==> src/rtl/cpu_step_ctrl_pkg.sv <==
// Shared types and constants for the step/run clock-enable controller
// and its button debouncer.
package cpu_step_ctrl_pkg;

  localparam int DEB_CNT_W = 16;

  typedef enum logic [1:0] {
    IDLE        = 2'd0,
    DEB_PRESS   = 2'd1,
    PRESSED     = 2'd2,
    DEB_RELEASE = 2'd3
  } deb_state_t;

  // Terminal count of the stable counter for a given debounce length.
  function automatic logic [DEB_CNT_W-1:0] deb_last(input int cycles);
    return DEB_CNT_W'(cycles - 1);
  endfunction

endpackage

==> src/rtl/btn_debouncer.sv <==
// Two-flop synchroniser plus press/release debouncer for one board button.
// Emits a single registered step_req pulse per accepted press.
module btn_debouncer
  import cpu_step_ctrl_pkg::*;
#(
  parameter int DEBOUNCE_CYCLES = 16
) (
  input  logic       clk,
  input  logic       rst_n,
  input  logic       btn_async,
  output logic       step_req,
  output deb_state_t deb_state
);

  localparam logic [DEB_CNT_W-1:0] DEB_LAST = deb_last(DEBOUNCE_CYCLES);
  localparam logic [DEB_CNT_W-1:0] DEB_ONE  = DEB_CNT_W'(1);

  logic                 btn_meta;
  logic                 btn_s;
  deb_state_t           state_q;
  deb_state_t           state_d;
  logic [DEB_CNT_W-1:0] deb_cnt;
  logic [DEB_CNT_W-1:0] deb_cnt_d;
  logic                 step_req_d;

  always_ff @(posedge clk or negedge rst_n) begin
    if (!rst_n) begin
      btn_meta <= 1'b0;
      btn_s    <= 1'b0;
    end else begin
      btn_meta <= btn_async;
      btn_s    <= btn_meta;
    end
  end

  always_ff @(posedge clk or negedge rst_n) begin
    if (!rst_n) begin
      state_q  <= IDLE;
      deb_cnt  <= '0;
      step_req <= 1'b0;
    end else begin
      state_q  <= state_d;
      deb_cnt  <= deb_cnt_d;
      step_req <= step_req_d;
    end
  end

  // step_req is registered so it rises exactly DEBOUNCE_CYCLES after btn_s.
  always_comb begin
    state_d    = state_q;
    deb_cnt_d  = deb_cnt;
    step_req_d = 1'b0;
    case (state_q)
      IDLE: begin
        if (btn_s) begin
          state_d   = DEB_PRESS;
          deb_cnt_d = DEB_ONE;
        end
      end
      DEB_PRESS: begin
        if (!btn_s) begin
          state_d   = IDLE;
          deb_cnt_d = '0;
        end else if (deb_cnt == DEB_LAST) begin
          state_d    = PRESSED;
          deb_cnt_d  = '0;
          step_req_d = 1'b1;
        end else begin
          deb_cnt_d = deb_cnt + DEB_ONE;
        end
      end
      PRESSED: begin
        if (!btn_s) begin
          state_d   = DEB_RELEASE;
          deb_cnt_d = DEB_ONE;
        end
      end
      DEB_RELEASE: begin
        if (btn_s) begin
          state_d   = PRESSED;
          deb_cnt_d = '0;
        end else if (deb_cnt == DEB_LAST) begin
          state_d   = IDLE;
          deb_cnt_d = '0;
        end else begin
          deb_cnt_d = deb_cnt + DEB_ONE;
        end
      end
      default: begin
        state_d   = IDLE;
        deb_cnt_d = '0;
      end
    endcase
  end

  assign deb_state = state_q;

endmodule

==> src/rtl/cpu_step_ctrl.sv <==
// Turns the divider TICK into the core clock-enable CPU_EN, either on every
// TICK (run) or once per debounced step press (step), gated by HALT.
module cpu_step_ctrl
  import cpu_step_ctrl_pkg::*;
#(
  parameter int DEBOUNCE_CYCLES = 16,
  parameter int CNT_W           = 32
) (
  input  logic             CLK_50,
  input  logic             RESET_N,
  input  logic             TICK,
  input  logic             RUN,
  input  logic             STEP_BTN,
  input  logic             HALT,
  output logic             CPU_EN,
  output logic [CNT_W-1:0] CYCLE_CNT,
  output logic             STEP_PENDING,
  output deb_state_t       DEB_STATE
);

  logic run_meta;
  logic run_s;
  logic step_req;
  logic pending;
  logic grant;

  btn_debouncer #(
    .DEBOUNCE_CYCLES(DEBOUNCE_CYCLES)
  ) u_step_deb (
    .clk      (CLK_50),
    .rst_n    (RESET_N),
    .btn_async(STEP_BTN),
    .step_req (step_req),
    .deb_state(DEB_STATE)
  );

  always_ff @(posedge CLK_50 or negedge RESET_N) begin
    if (!RESET_N) begin
      run_meta <= 1'b0;
      run_s    <= 1'b0;
    end else begin
      run_meta <= RUN;
      run_s    <= run_meta;
    end
  end

  // TICK/CPU_EN protocol: TICK is a one-cycle request with no back-pressure;
  // a granted TICK yields exactly one CPU_EN cycle on the following clock.
  assign grant = TICK & ~HALT & (run_s | pending);

  // A step_req landing on a grant cycle re-arms pending for the next TICK.
  always_ff @(posedge CLK_50 or negedge RESET_N) begin
    if (!RESET_N) begin
      pending <= 1'b0;
    end else if (run_s || HALT) begin
      pending <= 1'b0;
    end else begin
      pending <= (pending & ~grant) | step_req;
    end
  end

  always_ff @(posedge CLK_50 or negedge RESET_N) begin
    if (!RESET_N) begin
      CPU_EN    <= 1'b0;
      CYCLE_CNT <= '0;
    end else begin
      CPU_EN <= grant;
      if (grant) begin
        CYCLE_CNT <= CYCLE_CNT + CNT_W'(1);
      end
    end
  end

  assign STEP_PENDING = pending;

endmodule

==> config.mk <==
export PLATFORM = sky130hd
export DESIGN_NAME = cpu_step_ctrl
export DESIGN_NICKNAME = d
export VERILOG_FILES = /design/src/rtl/cpu_step_ctrl_pkg.sv /design/src/rtl/btn_debouncer.sv /design/src/rtl/cpu_step_ctrl.sv
export SDC_FILE = /design/constraint.sdc
export NUM_CORES = 1
export LEC_CHECK = 0
export BUFFER_PORTS_ARGS = -buffer_cell sky130_fd_sc_hd__buf_2
export CORE_ASPECT_RATIO = 0.9
export CORE_UTILIZATION = 56
export CTS_BUF_LIST = sky130_fd_sc_hd__clkbuf_16
export CTS_CLUSTER_SIZE = 24
export DETAILED_ROUTE_END_ITERATION = 6
export PLACE_DENSITY = 0.79
export SLEW_MARGIN = 30
export SYNTH_ARGS = -nofsm -noshare
export SYNTH_HDL_FRONTEND = slang
export SYNTH_SLANG_ARGS = --single-unit
==> constraint.sdc <==
create_clock -name CLK_50 -period 2.25 [get_ports CLK_50]
set_input_delay 0 -clock CLK_50 [delete_from_list [all_inputs] [get_ports CLK_50]]
set_output_delay 0 -clock CLK_50 [all_outputs]
set_load 0.05 [all_outputs]
==> results of run 1 <==
cells in the mapped netlist, types with 3 or more instances:
library cell	instances	area (sq um)
a21oi_1	5	25.0
a22o_1	6	52.6
a31oi_1	9	56.3
and2_1	3	18.8
and3_1	8	50.1
and4_1	5	43.8
dfrtp_1	57	1430
inv_1	4	15.0
nand2_1	29	109
nand3_1	13	65.1
nand4_1	7	43.8
nor2_1	7	26.3
nor3_1	7	35.0
nor3_2	4	40.0
nor4_1	3	18.8
o21ai_0	3	15.0
or2_2	3	18.8
xnor2_1	28	245
xor2_1	6	52.6
critical path, delay by kind of cell, from the launching register on:
family | cells | cell delay (ns)
AND/OR/NAND/NOR | 3 | 0.77
adder cells (fa/ha/maj) | 1 | 0.31
flip-flops | 1 | 0.41
AO/OA/AOI/OAI | 2 | 0.30
per-stage QoR:
stage / util / std cells / hold WS [ns]
floorplan: - / 237 / -0.296
global placement: 0.648 / 338 / 0.0821
detailed placement: 0.648 / 338 / 0.0761
CTS: 0.736 / 358 / 0.0154
global route: 0.736 / 358 / 0.0826
finish: 0.736 / 358 / 0.0266
state kept, by name, summed over array words and instances (netlist names), named ones only:
name,cells
CPU_EN,1
CYCLE_CNT,32
STEP_PENDING,1
run_meta,1
run_s,1
u_step_deb.btn_meta,1
u_step_deb.btn_s,1
u_step_deb.deb_cnt,16
u_step_deb.deb_state,1
u_step_deb.step_req,1
layer usage:
metal / vias to the layer above / track usage / part of all wire
met2: 66 / 0.346 / 0.46
li1: 958 / - / -
met4: 0 / 0.0873 / 0.011
met5: - / 0 / 0
met1: 981 / 0.327 / 0.46
met3: 7 / 0.0851 / 0.061
timing repair:
item                                    CTS  global route
endpoints found under the setup margin    0             0
hold buffers                              4             0
endpoints found under the hold margin    33             0
kinds of logic after synthesis:
group / after synthesis / synth area share
AND/OR/NAND/NOR: 102 / 0.231
flip-flops: 57 / 0.535
XOR/XNOR: 35 / 0.118
AO/OA/AOI/OAI: 32 / 0.0827
buffers and inverters: 8 / 0.0178
adder cells (fa/ha/maj): 2 / 0.00939
multiplexers: 1 / 0.00563
final cells by class:
cell class	instances	area, sq um
Clock buffer	9	225
Clock inverter	7	133
Fill cell	307	1190
Inverter	4	15.0
Multi-Input combinational cell	172	1190
Sequential cell	57	1430
Tap cell	62	77.6
Timing Repair Buffer	47	260
power groups by stage:
stage,logic [W],registers [W],clock network [W]
floorplan,0.000367,0.00142,0
detailed placement,0.000705,0.00124,0
finish,0.000714,0.00123,0.00162
global route,0.000769,0.00125,0.00170
global placement,0.000687,0.00124,0
CTS,0.000719,0.00123,0.00165
final timing paths:
check / from / end
worst max-delay path: u_step_deb.deb_cnt[0] / u_step_deb.deb_cnt[7]
worst min-delay path: TICK / STEP_PENDING
worst max register to register: u_step_deb.deb_cnt[0] / u_step_deb.deb_cnt[7]
worst min register to register: u_step_deb.btn_meta / u_step_deb.btn_s
max in group asynchronous: RESET_N / u_step_deb.btn_meta
min in group asynchronous: RESET_N / CYCLE_CNT[1]
==> results_dict.tcl, run 1 <==
set metrics [dict create \
    post-route-period-util 0.834 \
    path_max_fanout 18 \
    die_area_sq_mm 0.00504 \
    area_growth_syn_to_layout_pct 24.9 \
    wl_per_cell_microns 14.9 \
    grt_pass1_wl_mm 8.52 \
    fin_setup_tns_ns 0 \
    grt_pass1_vias 1852 \
    switching_share 0.296 \
    drtAntennaViolNets 0 \
    ioPinCount 42 \
    maxSlewViolCount 0 \
    synth_seq_cells 57 \
    ir_worst_vdd_mv 0.848 \
    final_layout_size_suffix_gt1_frac 0.260 \
    dr_total_vias 2012 \
    status "completed" \
    cp.arrival_ns 2.12 \
    fin_area_sq_mm 0.00333 \
    synth_area_per_cell_sq_um 11.2 \
    die_h_microns 67.4 \
    power.switching_w 0.00106 \
    hp-class "in2reg" \
    setup_violations 0 \
    end_kind "flip-flop" \
    reg2reg_depth 6 \
    antenna_found_initial 0 \
    p_int_w 0.00251 \
    synth_edf_count 0 \
    skew_ns 0.00491 \
    rrSetupSlack_ns 0.37 \
    synth_warnings 0 \
    power_w 0.00357 \
    p_clk_frac 0.455 \
    async_flop_share 1.00 \
    clockBufferDepth 2 \
    rsz0062_at_grt "no" \
    hpwl_mm 3.47 \
    worstPathCellList "ha_1 > and3_4 > and4_4 > nor2_4 > a31oi_1 > a31oi_1" \
    fmax_mhz 533 \
    min_period_ns 1.88 \
    path_common_cell "a31oi_1" \
    pre_cts_ws_ns 0.364 \
    max_slew.worst_pin.slew_ns 0.679 \
    layout_setup_ws_ns 0.375 \
    finalHoldViolCount 0 \
    synth_cells 237 \
    coreArea_sq_mm 0.00452 \
    crit_slowest_cell "dfrtp_1" \
    drt_iter0_markers 92 \
    cap_violations 0 \
    clkTransAtPathRegs_ns 0.05 \
    initial_core_util 0.590 \
    layout_common_cells "57 x dfrtp_1, 41 x buf_2, 29 x nand2_1" \
    cts-buffers-inserted 9 \
    cp.required_ns 2.49 \
    wl_mm 5.32 \
    htreeDepth 3 \
    combinationalPowerShare 0.200 \
    layout_commonest_cell "dfrtp_1" \
    overflow 0 \
    cts.sinks 57 \
    clk_latency_ns 0.32 \
    grt_max_degree 33 \
    core.rowCount 23 \
    yosysSeqAreaShare 0.535 \
    grtUsageTotal 0.237 \
    cts_root_buf "clkbuf_16" \
    power_frac_seq 0.345 \
    ys.flop_type "dfrtp_1" \
    cts_resized 0 \
    max_slew_margin 0.547 \
    yosysUniqueCellTypes 44 \
    start_kind "flip-flop" \
    p_per_area_mw_per_mm2 1070 \
    tritoncts "built" \
    leakagePower_nw 1.63 \
    fp.dieW_microns 74.7 \
    hold_depth 4 \
    gp_congestion 0.905 \
    fin_nets 299 \
    first_pass_iters 4 \
    slowest_delay_ns 0.41 \
    io_buffers 41 \
    via_per_inst 5.62 \
    n_antenna_cell 0 \
    post-cts-setup-buffers 0 \
    path_class "reg2reg" \
    synth_fp_nets 245 \
    syn_area_sq_mm 0.00266 \
    place_area_sq_mm 0.00293 \
    drc 0 \
]
Note: power is estimated with default switching activity, not from simulation.
==> inputs of run 2 (changes only) <==
- clock period: 2.25 -> 1.8 ns (I/O delays scaled with it)
==> results_dict.tcl, run 2 (synthesis results as in run 1) <==
set metrics [dict create \
    cts_root_buf "clkbuf_16" \
    cp.required_ns 2.00 \
    grt_pass1_vias 1869 \
    largest_reg_flops 32 \
    hpwl_mm 3.66 \
    post-route-period-util 0.958 \
    first_pass_iters 4 \
    fp.dieW_microns 74.7 \
    antenna_found_initial 0 \
    max_slew.worst_pin.slew_ns 0.629 \
    max_slew_margin 0.579 \
    grt_max_degree 37 \
    layout_commonest_cell "dfrtp_1" \
    hold_depth 4 \
    ir_worst_vdd_mv 1.38 \
    gp_congestion 0.870 \
    die_area_sq_mm 0.00504 \
    worst_hold_slack_ns 0.0247 \
    status "completed" \
    maxSlewViolCount 0 \
    cts.sinks 57 \
    dr_total_vias 2067 \
    min-delay-start "TICK" \
    grt_pass1_wl_mm 8.63 \
    fin_nets 310 \
    ioPinCount 42 \
    wl_mm 5.69 \
    fmax_mhz 580 \
    cp.arrival_ns 1.93 \
    path_class "reg2reg" \
    top_register "CYCLE_CNT" \
    coreArea_sq_mm 0.00452 \
    cap_violations 0 \
    wl_per_cell_microns 15.4 \
    n_antenna_cell 0 \
    cts-buffers-inserted 9 \
    io_buffers 41 \
    via_per_inst 5.60 \
    layout_setup_ws_ns 0.0754 \
    clkTransAtPathRegs_ns 0.05 \
    tritoncts "built" \
    p_per_area_mw_per_mm2 1170 \
    end_kind "flip-flop" \
    drt_iter0_markers 95 \
    reg2reg_depth 7 \
    startpoint "u_step_deb.deb_cnt[1]" \
    clockBufferDepth 2 \
    setup_violations 0 \
    die_h_microns 67.4 \
    final_layout_size_suffix_gt1_frac 0.316 \
    r2r_start "u_step_deb.deb_cnt[1]" \
    overflow 0 \
    start_kind "flip-flop" \
    finalHoldViolCount 0 \
    path_max_fanout 18 \
    pre_cts_ws_ns 0.0289 \
    drtAntennaViolNets 0 \
    fillCellCount 316 \
    area_growth_syn_to_layout_pct 27.3 \
    skew_ns 0.00542 \
    grtUsageTotal 0.236 \
    hp-class "in2reg" \
    drc 0 \
    largestRegisters "CYCLE_CNT: 32 flops, u_step_deb.deb_cnt: 16 flops" \
    core.rowCount 23 \
    initial_core_util 0.590 \
    leakagePower_nw 1.67 \
    htreeDepth 3 \
    layout_common_cells "49 x dfrtp_1, 41 x buf_2, 29 x nand2_1" \
    clk_latency_ns 0.32 \
    min_period_ns 1.72 \
]
run 2: cell count changes in the layout (fill, tap and decap cells not counted), moves of 4 or more:
cell	delta
buf_4	+8
dfrtp_1	-8
dfrtp_2	+8
bufinv_16	-4
run 2: final timing paths:
path,slack [ns],to
max,0.08,u_step_deb.deb_cnt[11]
min,0.02,STEP_PENDING
max reg2reg,0.08,u_step_deb.deb_cnt[11]
min reg2reg,0.35,run_s
max in group asynchronous,1.03,CYCLE_CNT[19]
min in group asynchronous,0.19,CYCLE_CNT[2]
run 2: worst max-delay path: stages (launching register included):
cell	delay, ns
dfrtp_1	0.38
ha_1	0.19
and3_4	0.20
and4_4	0.27
nor2_4	0.05
buf_12	0.15
a21o_1	0.15
a22o_1	0.21
run 2: through the flow:
step / instance area (sq um) / instances / utilization / power, W / TNS (ns)
2_1_floorplan: 2670 / 237 / - / 0.00224 / 0
6_report: 3390 / 369 / 0.751 / 0.00398 / 0
3_5_place_dp: 3000 / 345 / 0.665 / 0.00247 / 0
4_1_cts: 3300 / 365 / 0.731 / 0.00392 / 0
3_3_place_gp: 3000 / 345 / 0.665 / 0.00244 / 0
5_1_grt: 3390 / 369 / 0.751 / 0.00416 / -0.122
run 2: report_power, final:
| part | internal (W) | switching (W) |
|---|---|---|
| registers | 0.00140 | 0.000143 |
| clock network | 0.000899 | 0.000533 |
| logic | 0.000356 | 0.000648 |
| total | 0.00265 | 0.00132 |
run 2: layer usage:
layer | up-vias | GRT usage | wire length [microns]
li1 | 978 | - | -
met1 | 1012 | 0.302 | 2470
met2 | 66 | 0.358 | 2800
met3 | 11 | 0.0821 | 319
met4 | 0 | 0.116 | 97
met5 | - | 0 | 0
run 2: layout make-up:
cell class	instances	area [sq um]	area share
Clock buffer	9	225	0.0664
Clock inverter	7	31.3	0.00922
Inverter	4	15.0	0.00443
Multi-Input combinational cell	173	1250	0.367
Sequential cell	57	1440	0.423
Tap cell	62	77.6	0.0229
Timing Repair Buffer	57	360	0.106
run 2: what timing repair did:
item,CTS,global route
pin swaps,0,5
cloned,0,1
hold endpoints to repair,24,0
hold buffers,4,0
gates resized for setup,1,7
setup endpoints to repair,2,15
setup buffers,0,3
==> inputs of run 3 (changes only) <==
- RECOVER_POWER: default -> 25
==> results_dict.tcl, run 3 (synthesis results as in run 1) <==
set metrics [dict create \
    status "completed" \
    power.switching_w 0.00133 \
    path_max_fanout 18 \
    antenna_found_initial 0 \
    slowest_delay_ns 0.38 \
    cts-buffers-inserted 9 \
    critPathTopFamily "simple AND/OR/NAND/NOR gates" \
    fmax_mhz 580 \
    min_period_ns 1.72 \
    worstPathCellList "ha_1 > and3_4 > and4_4 > nor2_4 > buf_12 > a21o_1 > a22o_1" \
    layout_setup_ws_ns 0.0766 \
    drc 0 \
    post-route-period-util 0.957 \
    fin_area_sq_mm 0.00339 \
    fp.dieW_microns 74.7 \
    area_growth_syn_to_layout_pct 27.2 \
    gp_congestion 0.870 \
    cap_violations 0 \
    die_h_microns 67.4 \
    setup_violations 0 \
    p_int_w 0.00265 \
    maxSlewViolCount 0 \
    power_frac_seq 0.387 \
    switching_share 0.333 \
    layout_common_cells "49 x dfrtp_1, 39 x buf_2, 29 x nand2_1" \
    tritoncts "built" \
    power_w 0.00398 \
    hpwl_mm 3.66 \
    place_area_sq_mm 0.00300 \
    dp.cells 345 \
    layout_commonest_cell "dfrtp_1" \
    largest_reg_flops 32 \
    core.rowCount 23 \
    max_slew_margin 0.178 \
    cts_root_buf "clkbuf_16" \
    path_class "reg2reg" \
    worst_hold_slack_ns 0.0248 \
    skew_ns 0.00560 \
    ir_worst_vdd_mv 1.38 \
    wl_mm 5.70 \
    finalHoldViolCount 0 \
    hp-class "in2reg" \
    wl_per_cell_microns 15.4 \
    fin_nets 310 \
    io_buffers 41 \
    clockBufferDepth 2 \
    drt_iter0_markers 95 \
    final-seq-area_sq_mm 0.00144 \
    multiInputGateArea_sq_mm 0.00125 \
    drtAntennaViolNets 0 \
    initial_core_util 0.590 \
    clkTransAtPathRegs_ns 0.05 \
    cp.required_ns 2.00 \
    ioPinCount 42 \
    fin_cells 369 \
    p_per_area_mw_per_mm2 1170 \
    pre_cts_ws_ns 0.0289 \
    via_per_inst 5.62 \
    leakagePower_nw 1.67 \
    coreArea_sq_mm 0.00452 \
    top_register "CYCLE_CNT" \
    htreeDepth 3 \
    n_antenna_cell 0 \
    grt_max_degree 37 \
    largestRegisters "CYCLE_CNT: 32 flops, u_step_deb.deb_cnt: 16 flops" \
    first_pass_iters 4 \
    dr_total_vias 2072 \
    start_kind "flip-flop" \
    combinationalPowerShare 0.253 \
    max_slew.worst_pin.slew_ns 1.23 \
    final_layout_size_suffix_gt1_frac 0.309 \
    p_clk_frac 0.360 \
    fillCellCount 316 \
    crit_slowest_cell "dfrtp_1" \
    grt_pass1_vias 1869 \
    clk_latency_ns 0.32 \
    die_area_sq_mm 0.00504 \
    cp.arrival_ns 1.93 \
    cts.sinks 57 \
    overflow 0 \
    crit_buf_inv 1 \
    grtUsageTotal 0.236 \
    end_kind "flip-flop" \
    grt_pass1_wl_mm 8.63 \
]
[run 3: changes by cell type in the layout (fill, tap and decap cells not counted), sizes merged]
cell	before	now
clkbuf	9	11
buf	53	51
[run 3: timing repair]
action	CTS	global route
hold buffers	4	0
cloned	0	1
endpoints found under the setup margin	2	15
hold endpoints to repair	24	0
pin swaps	0	5
gates resized for setup	1	7
buffers inserted	0	3
[run 3: worst register-to-register path, cell delays in order, from the launching register on]
cell and delay (ns):
dfrtp_1 0.38, ha_1 0.19, and3_4 0.20, and4_4 0.28, nor2_4 0.05, buf_12 0.15, a21o_1 0.16, a22o_1 0.21
[run 3: stage by stage]
step,setup TNS (ns),util
6_report,0,0.750
5_1_grt,-0.122,0.750
4_1_cts,0,0.731
3_5_place_dp,0,0.665
3_3_place_gp,0,0.665
2_1_floorplan,0,-
[run 3: final cells by class]
class / instances / share of cell area
well taps: 62 / 0.0229
flip-flops and latches: 57 / 0.424
repair buffers: 57 / 0.106
clock inverters: 7 / 0.00923
inverters: 4 / 0.00443
multi-input cells: 173 / 0.368
clock buffers: 9 / 0.0664
[run 3: power groups by stage]
stage,sequential (W),combinational [W],clock (W)
after floorplan,0.00178,0.000459,0
after global placement,0.00155,0.000892,0
after detailed placement,0.00156,0.000910,0
after CTS,0.00154,0.000922,0.00146
after global routing,0.00156,0.00109,0.00151
final,0.00154,0.00101,0.00143
[run 3: worst paths after layout]
check	start	depth (start not counted)	slack (ns)	end
max in group asynchronous	RESET_N	2	0.52	CYCLE_CNT[13]
worst min-delay path	TICK	4	0.02	STEP_PENDING
min in group asynchronous	RESET_N	2	0.47	CYCLE_CNT[2]
worst max register to register	u_step_deb.deb_cnt[1]	7	0.08	u_step_deb.deb_cnt[11]
worst max-delay path	u_step_deb.deb_cnt[1]	7	0.08	u_step_deb.deb_cnt[11]
worst min register to register	run_meta	0	0.35	run_s
[run 3: layer usage]
metal,part of all wire,GRT usage,wire (microns),vias to the layer above
met1,0.43,0.302,2450,1012
met2,0.49,0.358,2800,70
met4,0.018,0.116,104,0
met3,0.060,0.0821,343,12
met5,0,0,0,-
li1,-,-,-,978
